## config.mk

```make
export PLATFORM = sky130hd
export DESIGN_NAME = sprite_compositor
export DESIGN_NICKNAME = d
export VERILOG_FILES = /design/src/rtl/sprite_compositor.sv
export SDC_FILE = /design/constraint.sdc
export NUM_CORES = 1
export LEC_CHECK = 0
export CORE_UTILIZATION = 34
export CTS_CLUSTER_SIZE = 12
export DETAILED_ROUTE_END_ITERATION = 10
export GPL_ROUTABILITY_DRIVEN = 0
export PLACE_DENSITY = 0.77
export SETUP_SLACK_MARGIN = 0.05
export SLEW_MARGIN = 10
export SYNTH_ARGS = -nofsm -noshare
export SYNTH_HDL_FRONTEND = slang
export SYNTH_SLANG_ARGS = --single-unit
```

## constraint.sdc

```tcl
create_clock -name clk -period 1 [get_ports clk]
set_input_delay 0.1 -clock clk [delete_from_list [all_inputs] [get_ports clk]]
set_output_delay 0.1 -clock clk [all_outputs]
set_load 0.05 [all_outputs]
```

## src/rtl/sprite_compositor.sv

```systemverilog
// sprite_compositor: two-stage pixel pipeline that places an upscaled sprite
// window on a background colour, with a frame-synchronous animation swap.
//   S1: window test and texel address generation (addresses drive external RAM)
//   S2: capture of the combinational RAM texel and colour composition
// Optional colour keying is enabled by defining SPRITE_COMPOSITOR_KEY_EN.
//
// Pipeline handshake: there is no back-pressure. 'valid' marks a visible
// screen pixel on every cycle it is high, each stage carries its own valid
// bit forward, and 'pixel_valid' rises exactly two cycles after the pixel's
// 'valid'. One pixel is accepted per cycle, so no bubbles are ever inserted.
module sprite_compositor #(
    parameter int          SPR_X0      = 192,
    parameter int          SPR_Y0      = 112,
    parameter int          SCALE_SHIFT = 1,
    parameter int          SPR_SIZE    = 128,
    parameter logic [11:0] BG_COLOR    = 12'h000,
    parameter logic [11:0] KEY_COLOR   = 12'h0F0
) (
    input  logic        clk,
    input  logic        rst,
    input  logic [9:0]  h_cnt,
    input  logic [9:0]  v_cnt,
    input  logic        valid,
    input  logic [1:0]  anim_sel,
    output logic [7:0]  ram_addr_x,
    output logic [7:0]  ram_addr_y,
    input  logic [15:0] ram_data,
    output logic [1:0]  anim_active,
    output logic [3:0]  vga_r,
    output logic [3:0]  vga_g,
    output logic [3:0]  vga_b,
    output logic        pixel_valid
);

    // Window bounds held at 11 bits so the upper edge cannot wrap.
    localparam logic [10:0] X_LO = 11'(SPR_X0);
    localparam logic [10:0] X_HI = 11'(SPR_X0 + (SPR_SIZE << SCALE_SHIFT));
    localparam logic [10:0] Y_LO = 11'(SPR_Y0);
    localparam logic [10:0] Y_HI = 11'(SPR_Y0 + (SPR_SIZE << SCALE_SHIFT));

    typedef enum logic [1:0] {
        ST_RUN   = 2'd0,
        ST_PEND  = 2'd1,
        ST_BLANK = 2'd2
    } state_t;

    state_t      state_q, state_d;
    logic [1:0]  anim_q, anim_d;

    logic        s1_valid_q, s1_valid_d;
    logic        s1_win_q, s1_win_d;
    logic        s1_blank_q, s1_blank_d;
    logic [7:0]  addr_x_q, addr_x_d;
    logic [7:0]  addr_y_q, addr_y_d;

    logic        pix_valid_q, pix_valid_d;
    logic [11:0] colour_q, colour_d;

    logic        frame_start;
    logic [10:0] h_ext, v_ext, dx, dy;
    logic [11:0] texel;

    // Upper RAM bits carry no colour information.
    logic unused_ram_hi;
    assign unused_ram_hi = ^ram_data[15:12];

`ifndef SPRITE_COMPOSITOR_KEY_EN
    logic unused_key;
    assign unused_key = ^KEY_COLOR;
`endif

    assign frame_start = valid && (h_cnt == 10'd0) && (v_cnt == 10'd0);
    assign texel       = ram_data[11:0];

    // Animation swap: a request is parked until frame start, then the new
    // animation is latched and its first frame is hidden behind BG_COLOR.
    always_comb begin
        state_d = state_q;
        anim_d  = anim_q;
        unique case (state_q)
            ST_RUN: begin
                if (anim_sel != anim_q) state_d = ST_PEND;
            end
            ST_PEND: begin
                if (frame_start) begin
                    if (anim_sel == anim_q) begin
                        state_d = ST_RUN;
                    end else begin
                        anim_d  = anim_sel;
                        state_d = ST_BLANK;
                    end
                end
            end
            ST_BLANK: begin
                if (frame_start) state_d = ST_RUN;
            end
            default: state_d = ST_RUN;
        endcase
    end

    // S1: window test and texel address. The blank decision follows the
    // next state so the frame-start pixel belongs to the frame it opens.
    always_comb begin
        h_ext      = {1'b0, h_cnt};
        v_ext      = {1'b0, v_cnt};
        dx         = h_ext - X_LO;
        dy         = v_ext - Y_LO;
        s1_valid_d = valid;
        s1_win_d   = valid && (h_ext >= X_LO) && (h_ext < X_HI)
                           && (v_ext >= Y_LO) && (v_ext < Y_HI);
        s1_blank_d = (state_d == ST_BLANK);
        addr_x_d   = 8'd0;
        addr_y_d   = 8'd0;
        if (s1_win_d) begin
            addr_x_d = 8'(dx >> SCALE_SHIFT);
            addr_y_d = 8'(dy >> SCALE_SHIFT);
        end
    end

    // S2: colour composition from the texel returned for the S1 address.
    always_comb begin
        pix_valid_d = s1_valid_q;
        colour_d    = 12'h000;
        if (s1_valid_q) begin
            if (!s1_win_q || s1_blank_q) begin
                colour_d = BG_COLOR;
            end else begin
`ifdef SPRITE_COMPOSITOR_KEY_EN
                colour_d = (texel == KEY_COLOR) ? BG_COLOR : texel;
`else
                colour_d = texel;
`endif
            end
        end
    end

    // State, animation and pipeline registers with synchronous active-low reset.
    always_ff @(posedge clk) begin
        if (!rst) begin
            state_q     <= ST_RUN;
            anim_q      <= 2'd0;
            s1_valid_q  <= 1'b0;
            s1_win_q    <= 1'b0;
            s1_blank_q  <= 1'b0;
            addr_x_q    <= 8'd0;
            addr_y_q    <= 8'd0;
            pix_valid_q <= 1'b0;
            colour_q    <= 12'h000;
        end else begin
            state_q     <= state_d;
            anim_q      <= anim_d;
            s1_valid_q  <= s1_valid_d;
            s1_win_q    <= s1_win_d;
            s1_blank_q  <= s1_blank_d;
            addr_x_q    <= addr_x_d;
            addr_y_q    <= addr_y_d;
            pix_valid_q <= pix_valid_d;
            colour_q    <= colour_d;
        end
    end

    assign ram_addr_x  = addr_x_q;
    assign ram_addr_y  = addr_y_q;
    assign anim_active = anim_q;
    assign vga_r       = colour_q[11:8];
    assign vga_g       = colour_q[7:4];
    assign vga_b       = colour_q[3:0];
    assign pixel_valid = pix_valid_q;

endmodule

```

* Yosys cells after proc, flatten, opt, wreduce, memory -nomap -nowiden
Cells that the tools add are included.
** Operators by class
- Add/subtract/negate cells :: 2
- $mul :: 0
- Div/mod/pow operators :: 0
- $lt $le $gt $ge :: 4
- Eq/ne operators :: 5
- Shift-type cells :: 0
- Multiplexer cells :: 5
- Bitwise gates (word level) :: 3
- Reduce and logical (&&, ||, !) cells :: 14
** Operators by type and width (number)
- logical NOT 10 bit :: 2
- less-than comparator 10 x 9 -> 1 bit, second input constant :: 2
- >= comparator 10 x 7 -> 1 bit, second input constant :: 1
- >= comparator 10 x 8 -> 1 bit, second input constant :: 1
- subtractor 9 x 7 -> 9 bit, second input constant :: 1
- subtractor 9 x 8 -> 9 bit, second input constant :: 1
- two-way mux 2 bit :: 4
- logical AND 1 bit :: 6
- case mux 2 bit (3 select lines) :: 1
- == test 2 bit, second input constant :: 2
- NOT 1 bit :: 3
- AND reduction 3 bit :: 1
- OR reduction 3 bit :: 1
- == test 2 x 1 -> 1 bit, second input constant :: 1
- == test 2 bit :: 1
- logical NOT 2 bit :: 1
- inequality test 2 bit :: 1
- AND reduction 2 bit :: 1
- logical NOT 1 bit :: 1
- logical OR 1 bit :: 1
** Storage, ports and cells
- Register bits :: 36
- Bits in latches :: 0
- Bits in writable memories :: 0
- Memory bits (read-only) :: 0
- Input port bits :: 41
- Output and inout port bits :: 31
- Memories kept :: 0

* Longest topological paths before layout
Gate-level depths: netlist of run 1.
- Word-level depth :: 6
- Depth in mapped cells :: 6
- Mapped depth without buffers :: 6

* Worst setup path after synthesis of run 1
Ideal clock, no wire load.
- Kind :: register to register
- Start point :: register anim_q[0] (netlist: anim_active[0])
- End point :: register anim_q[0] (netlist: anim_active[0])
- Arrival time :: 1.256 ns
- Data required time :: 0.878 ns
- Setup slack :: -0.377 ns
- Stages on the path, launching flop included :: 5
- Clock period less this slack :: 1.377 ns
- Cell sequence :: dfxtp_1 -> xor2_1 -> o2111ai_1 -> o21ai_0 -> a21oi_1
** Between the ends
- Cells in the longest elaborated chain, start to end :: 3
** Ends and longest elaborated chain
- from (decl) :: line 48 : logic [1:0] anim_q, anim_d;
- from (signal assigned) :: line 151 : anim_q <= anim_d;
- == test 2 bit :: line 86 : if (anim_sel == anim_q) begin
- NOT 1 bit (no source line)
- AND reduction 3 bit (no source line)
Every way passes these cells.
A chain may end at the register's enable or synchronous reset.

* Final worst setup path of run 1
- Start point :: register state_q[0]
- End point :: register s1_blank_q
** Between the ends
- Cells in the longest elaborated chain, start to end :: 3
- Elaborated cells on any way between the ends :: 8
- Those cells by class :: 3 x eq/ne; 4 x mux; 1 x reduce/logical
** Ends and longest elaborated chain
- from (decl) :: line 47 : state_t state_q, state_d;
- from (signal assigned) :: line 150 : state_q <= state_d;
- == test 2 bit (tied with other cells) :: line 80 : unique case (state_q)
- case mux 2 bit (3 select lines) * :: line 80
- == test 2 bit * :: line 111 : s1_blank_d = (state_d == ST_BLANK);
- to (signal assigned) :: line 154 : s1_blank_q <= s1_blank_d;
- to (decl) :: line 52 : logic s1_blank_q, s1_blank_d;
Mark *: on every way between the ends. The rest lies on a longest branch, timed or not.

==> results.md, run 1 <==
* Slew Viols, Final at 0
* Via density per instance at 4.54
* Cell variety after synth at 28
* Largest net degree at the start of global routing at 11
* Status: finished with violations
* CTS root buf: clkbuf_8
* Synth-to-Final Area Change at 111%
* DP Wirelength at 2.59 mm
* Post-Synthesis Cells at 112
* Seq/Total Area, Yosys at 56.5%
* Share of layout cells above drive strength 1 at 52.0%
* CTS Hold Buffers Added at 0
* Clock sink count at 36
* Via count at 1126
* Worst ir drop on vdd at 0.000916 V
* Clock transition at path regs at 70 ps
* Final Skew at 8.94 ps
* First-pass GRT wire length at 5.89 mm
* Total Power at 2950 µW
* CP Data Arrival Time at 1390 ps
* Leakage Power at 0.00112 µW
* Period utilisation layout at 117%
* Die ar. at 4000 µm²
* Final setup vio count at 7
* Setup slack at placement at -695 ps
* Fill cells at 241
* Num CTS Buffers at 5
* Crit start category: flip-flop
* Violated checks: negative setup slack
* Initial antenna violation count at 0
* Setup Crit Path Kind: reg -> reg
* Setup ws final at -171 ps
* Placed cell count at 235
* Critical Path End Type: flip-flop
* Chip height at 63.3 µm
* Avg WL per Cell at 15.3 µm
* Die width at 63.3 µm
* CP Max Fanout at 3
* Antenna cells at 0
* CP Data Required Time at 1220 ps
* Final hold slack at 52.2 ps
* CTS tree: built
* Post-Syn Area at 1280 µm²
* RSZ-0062 raised after global routing: yes
* Critical Path Source: state_q[0]
* Final cell count without fillers at 248
* Beginning of the worst hold path: valid
* Remaining global-route overflow at 0
* Core Footprint at 3470 µm²
* Final #Nets at 247
* Antenna-violating nets left at 0
* Clk_lat worst skew at 280 ps
* Reg2reg start: state_q[0]
* H-tree depth at 2
* Yosys warning total at 0
* Setup TNS at -725 ps
* Overall global routing resource usage at 19.9%
* Final min period at 1170 ps
* Vias in the first global route at 1242
* Starting Density at 36.8%
* Site row count at 21
* Max clock buf depth at 2
* IO buf count at 67
* Worst hold path type: in -> reg
* Synth Area per Inst at 11.4 µm²
* PwrDens at 1090 nW/µm²
* IO Pins at 72
* Max-Cap Viols at 0
* Residual DRC at 0
* WL final at 3.80 mm
* Flops & latches, synth at 36
* F_max at 0.854 GHz
* Final hold vios at 0
* First DRT Iteration DRCs at 24
* Pre-Repair DR Iteration Count at 4
[report_power, final]
group	total [µW]	leakage (µW)	switching [µW]	internal, µW
Clock	1100	0.0000503	487	613
Sequential	1460	0.000293	10.8	1440
Combinational	395	0.000780	180	215
Total	2950	0.00112	677	2270
[metrics by stage]
step	utilization (%)	area [µm²]
floorplan	-	1330
global placement	70.3	2440
detailed placement	70.3	2440
global route	77.7	2700
CTS	76.7	2660
finish	77.7	2700
[worst paths after layout]
| kind | slack (ps) | to | cells past startpoint |
|---|---|---|---|
| hold reg to reg | 470 | pixel_valid | 1 |
| setup / recovery | -170 | s1_blank_q | 4 |
| setup reg to reg | -170 | s1_blank_q | 4 |
| hold / removal | 50 | pix_valid_d | 2 |
[per-layer routing]
layer | vias up | track usage (%) | wire length, µm
met5 | - | 0 | 0
met4 | 0 | 7.39 | 81
met3 | 9 | 6.88 | 316
met2 | 64 | 36.0 | 1900
met1 | 504 | 21.2 | 1500
li1 | 549 | - | -
[critical path: stages (launching register included)]
cell	delay [ps]
dfxtp_1	330
nor2b_1	250
o21a_1	230
nand3_1	130
a21oi_1	160
[cell families after synthesis]
logic type                 after synthesis  share of synthesized area, %
other                                    1                         0.294
AOI/OAI and AO/OA                       11                          5.20
buffers and inverters                    8                          2.94
DFF                                     36                          56.5
and+or+nand+nor                         46                          27.1
xor gates and xnor gates                 6                          4.12
adders and majority gates                4                          3.92
[sequential cells by signal (all words and copies together) (netlist names)]
register / count
colour_q: 12
ram_addr_x: 8
ram_addr_y: 8
anim_active: 2
state_q: 2
pix_valid_d: 1
pixel_valid: 1
s1_blank_q: 1
s1_win_q: 1
[cell usage in the layout, fill, tap and decap left out, types with 4 or more instances in the layout]
| master | n |
|---|---|
| and2_4 | 19 |
| buf_12 | 31 |
| dfxtp_1 | 34 |
| buf_4 | 12 |
| dlygate4sd2_1 | 16 |
| buf_6 | 5 |
| inv_1 | 4 |
| clkbuf_8 | 7 |
| clkdlybuf4s50_1 | 12 |
| and2_1 | 10 |
[what timing repair did]
item,4_1_cts,5_1_grt
pin swaps,21,16
gates resized for setup,63,21
buffers inserted,3,1
setup endpoints to repair,34,33
endpoints found under the hold margin,0,0
gates cloned,2,0
[final cells by class]
class	instances	area (µm²)	area share, %
inverters	6	22.5	0.836
well taps	46	57.6	2.14
multi-input cells	71	733	27.2
clock buffers	7	96.3	3.57
flip-flops and latches	36	728	27.0
repair buffers	82	1060	39.2
[synth_stat cells]
cell        n  area, µm²
dfxtp_1    36        721
and2_1     28        175
inv_1       6       22.5
xor2_1      6       52.6
a21oi_1     5       25.0
ha_1        4       50.1
nand3_1     4       20.0
nand4_1     2       12.5
o21ai_0     2       10.0
a211o_1     1       8.76
a31oi_1     1       6.26
and2_4      1       8.76
and3_1      1       6.26
and3_4      1       11.3
and3b_1     1       8.76
buf_6       1       11.3
clkbuf_1    1       3.75
conb_1      1       3.75
nor2_2      1       6.26
nor2b_1     1       6.26
nor3_1      1       5.00
nor3b_2     1       12.5
nor4_2      1       12.5
nor4_4      1       21.3
nor4b_2     1       15.0
nor4b_4     1       23.8
o2111ai_1   1       8.76
o21a_1      1       7.51
No activity file was read; power rests on OpenSTA's default activity.
==> run 2: changes to the inputs <==
--- a/config.mk
+++ b/config.mk
@@ -5,6 +5,7 @@
 export SDC_FILE = /design/constraint.sdc
 export NUM_CORES = 1
 export LEC_CHECK = 0
+export CAP_MARGIN = 5
 export CORE_UTILIZATION = 34
 export CTS_CLUSTER_SIZE = 12
 export DETAILED_ROUTE_END_ITERATION = 10
==> results of run 2 <==
Final layout, timing and power as in run 1 (identical DEF).
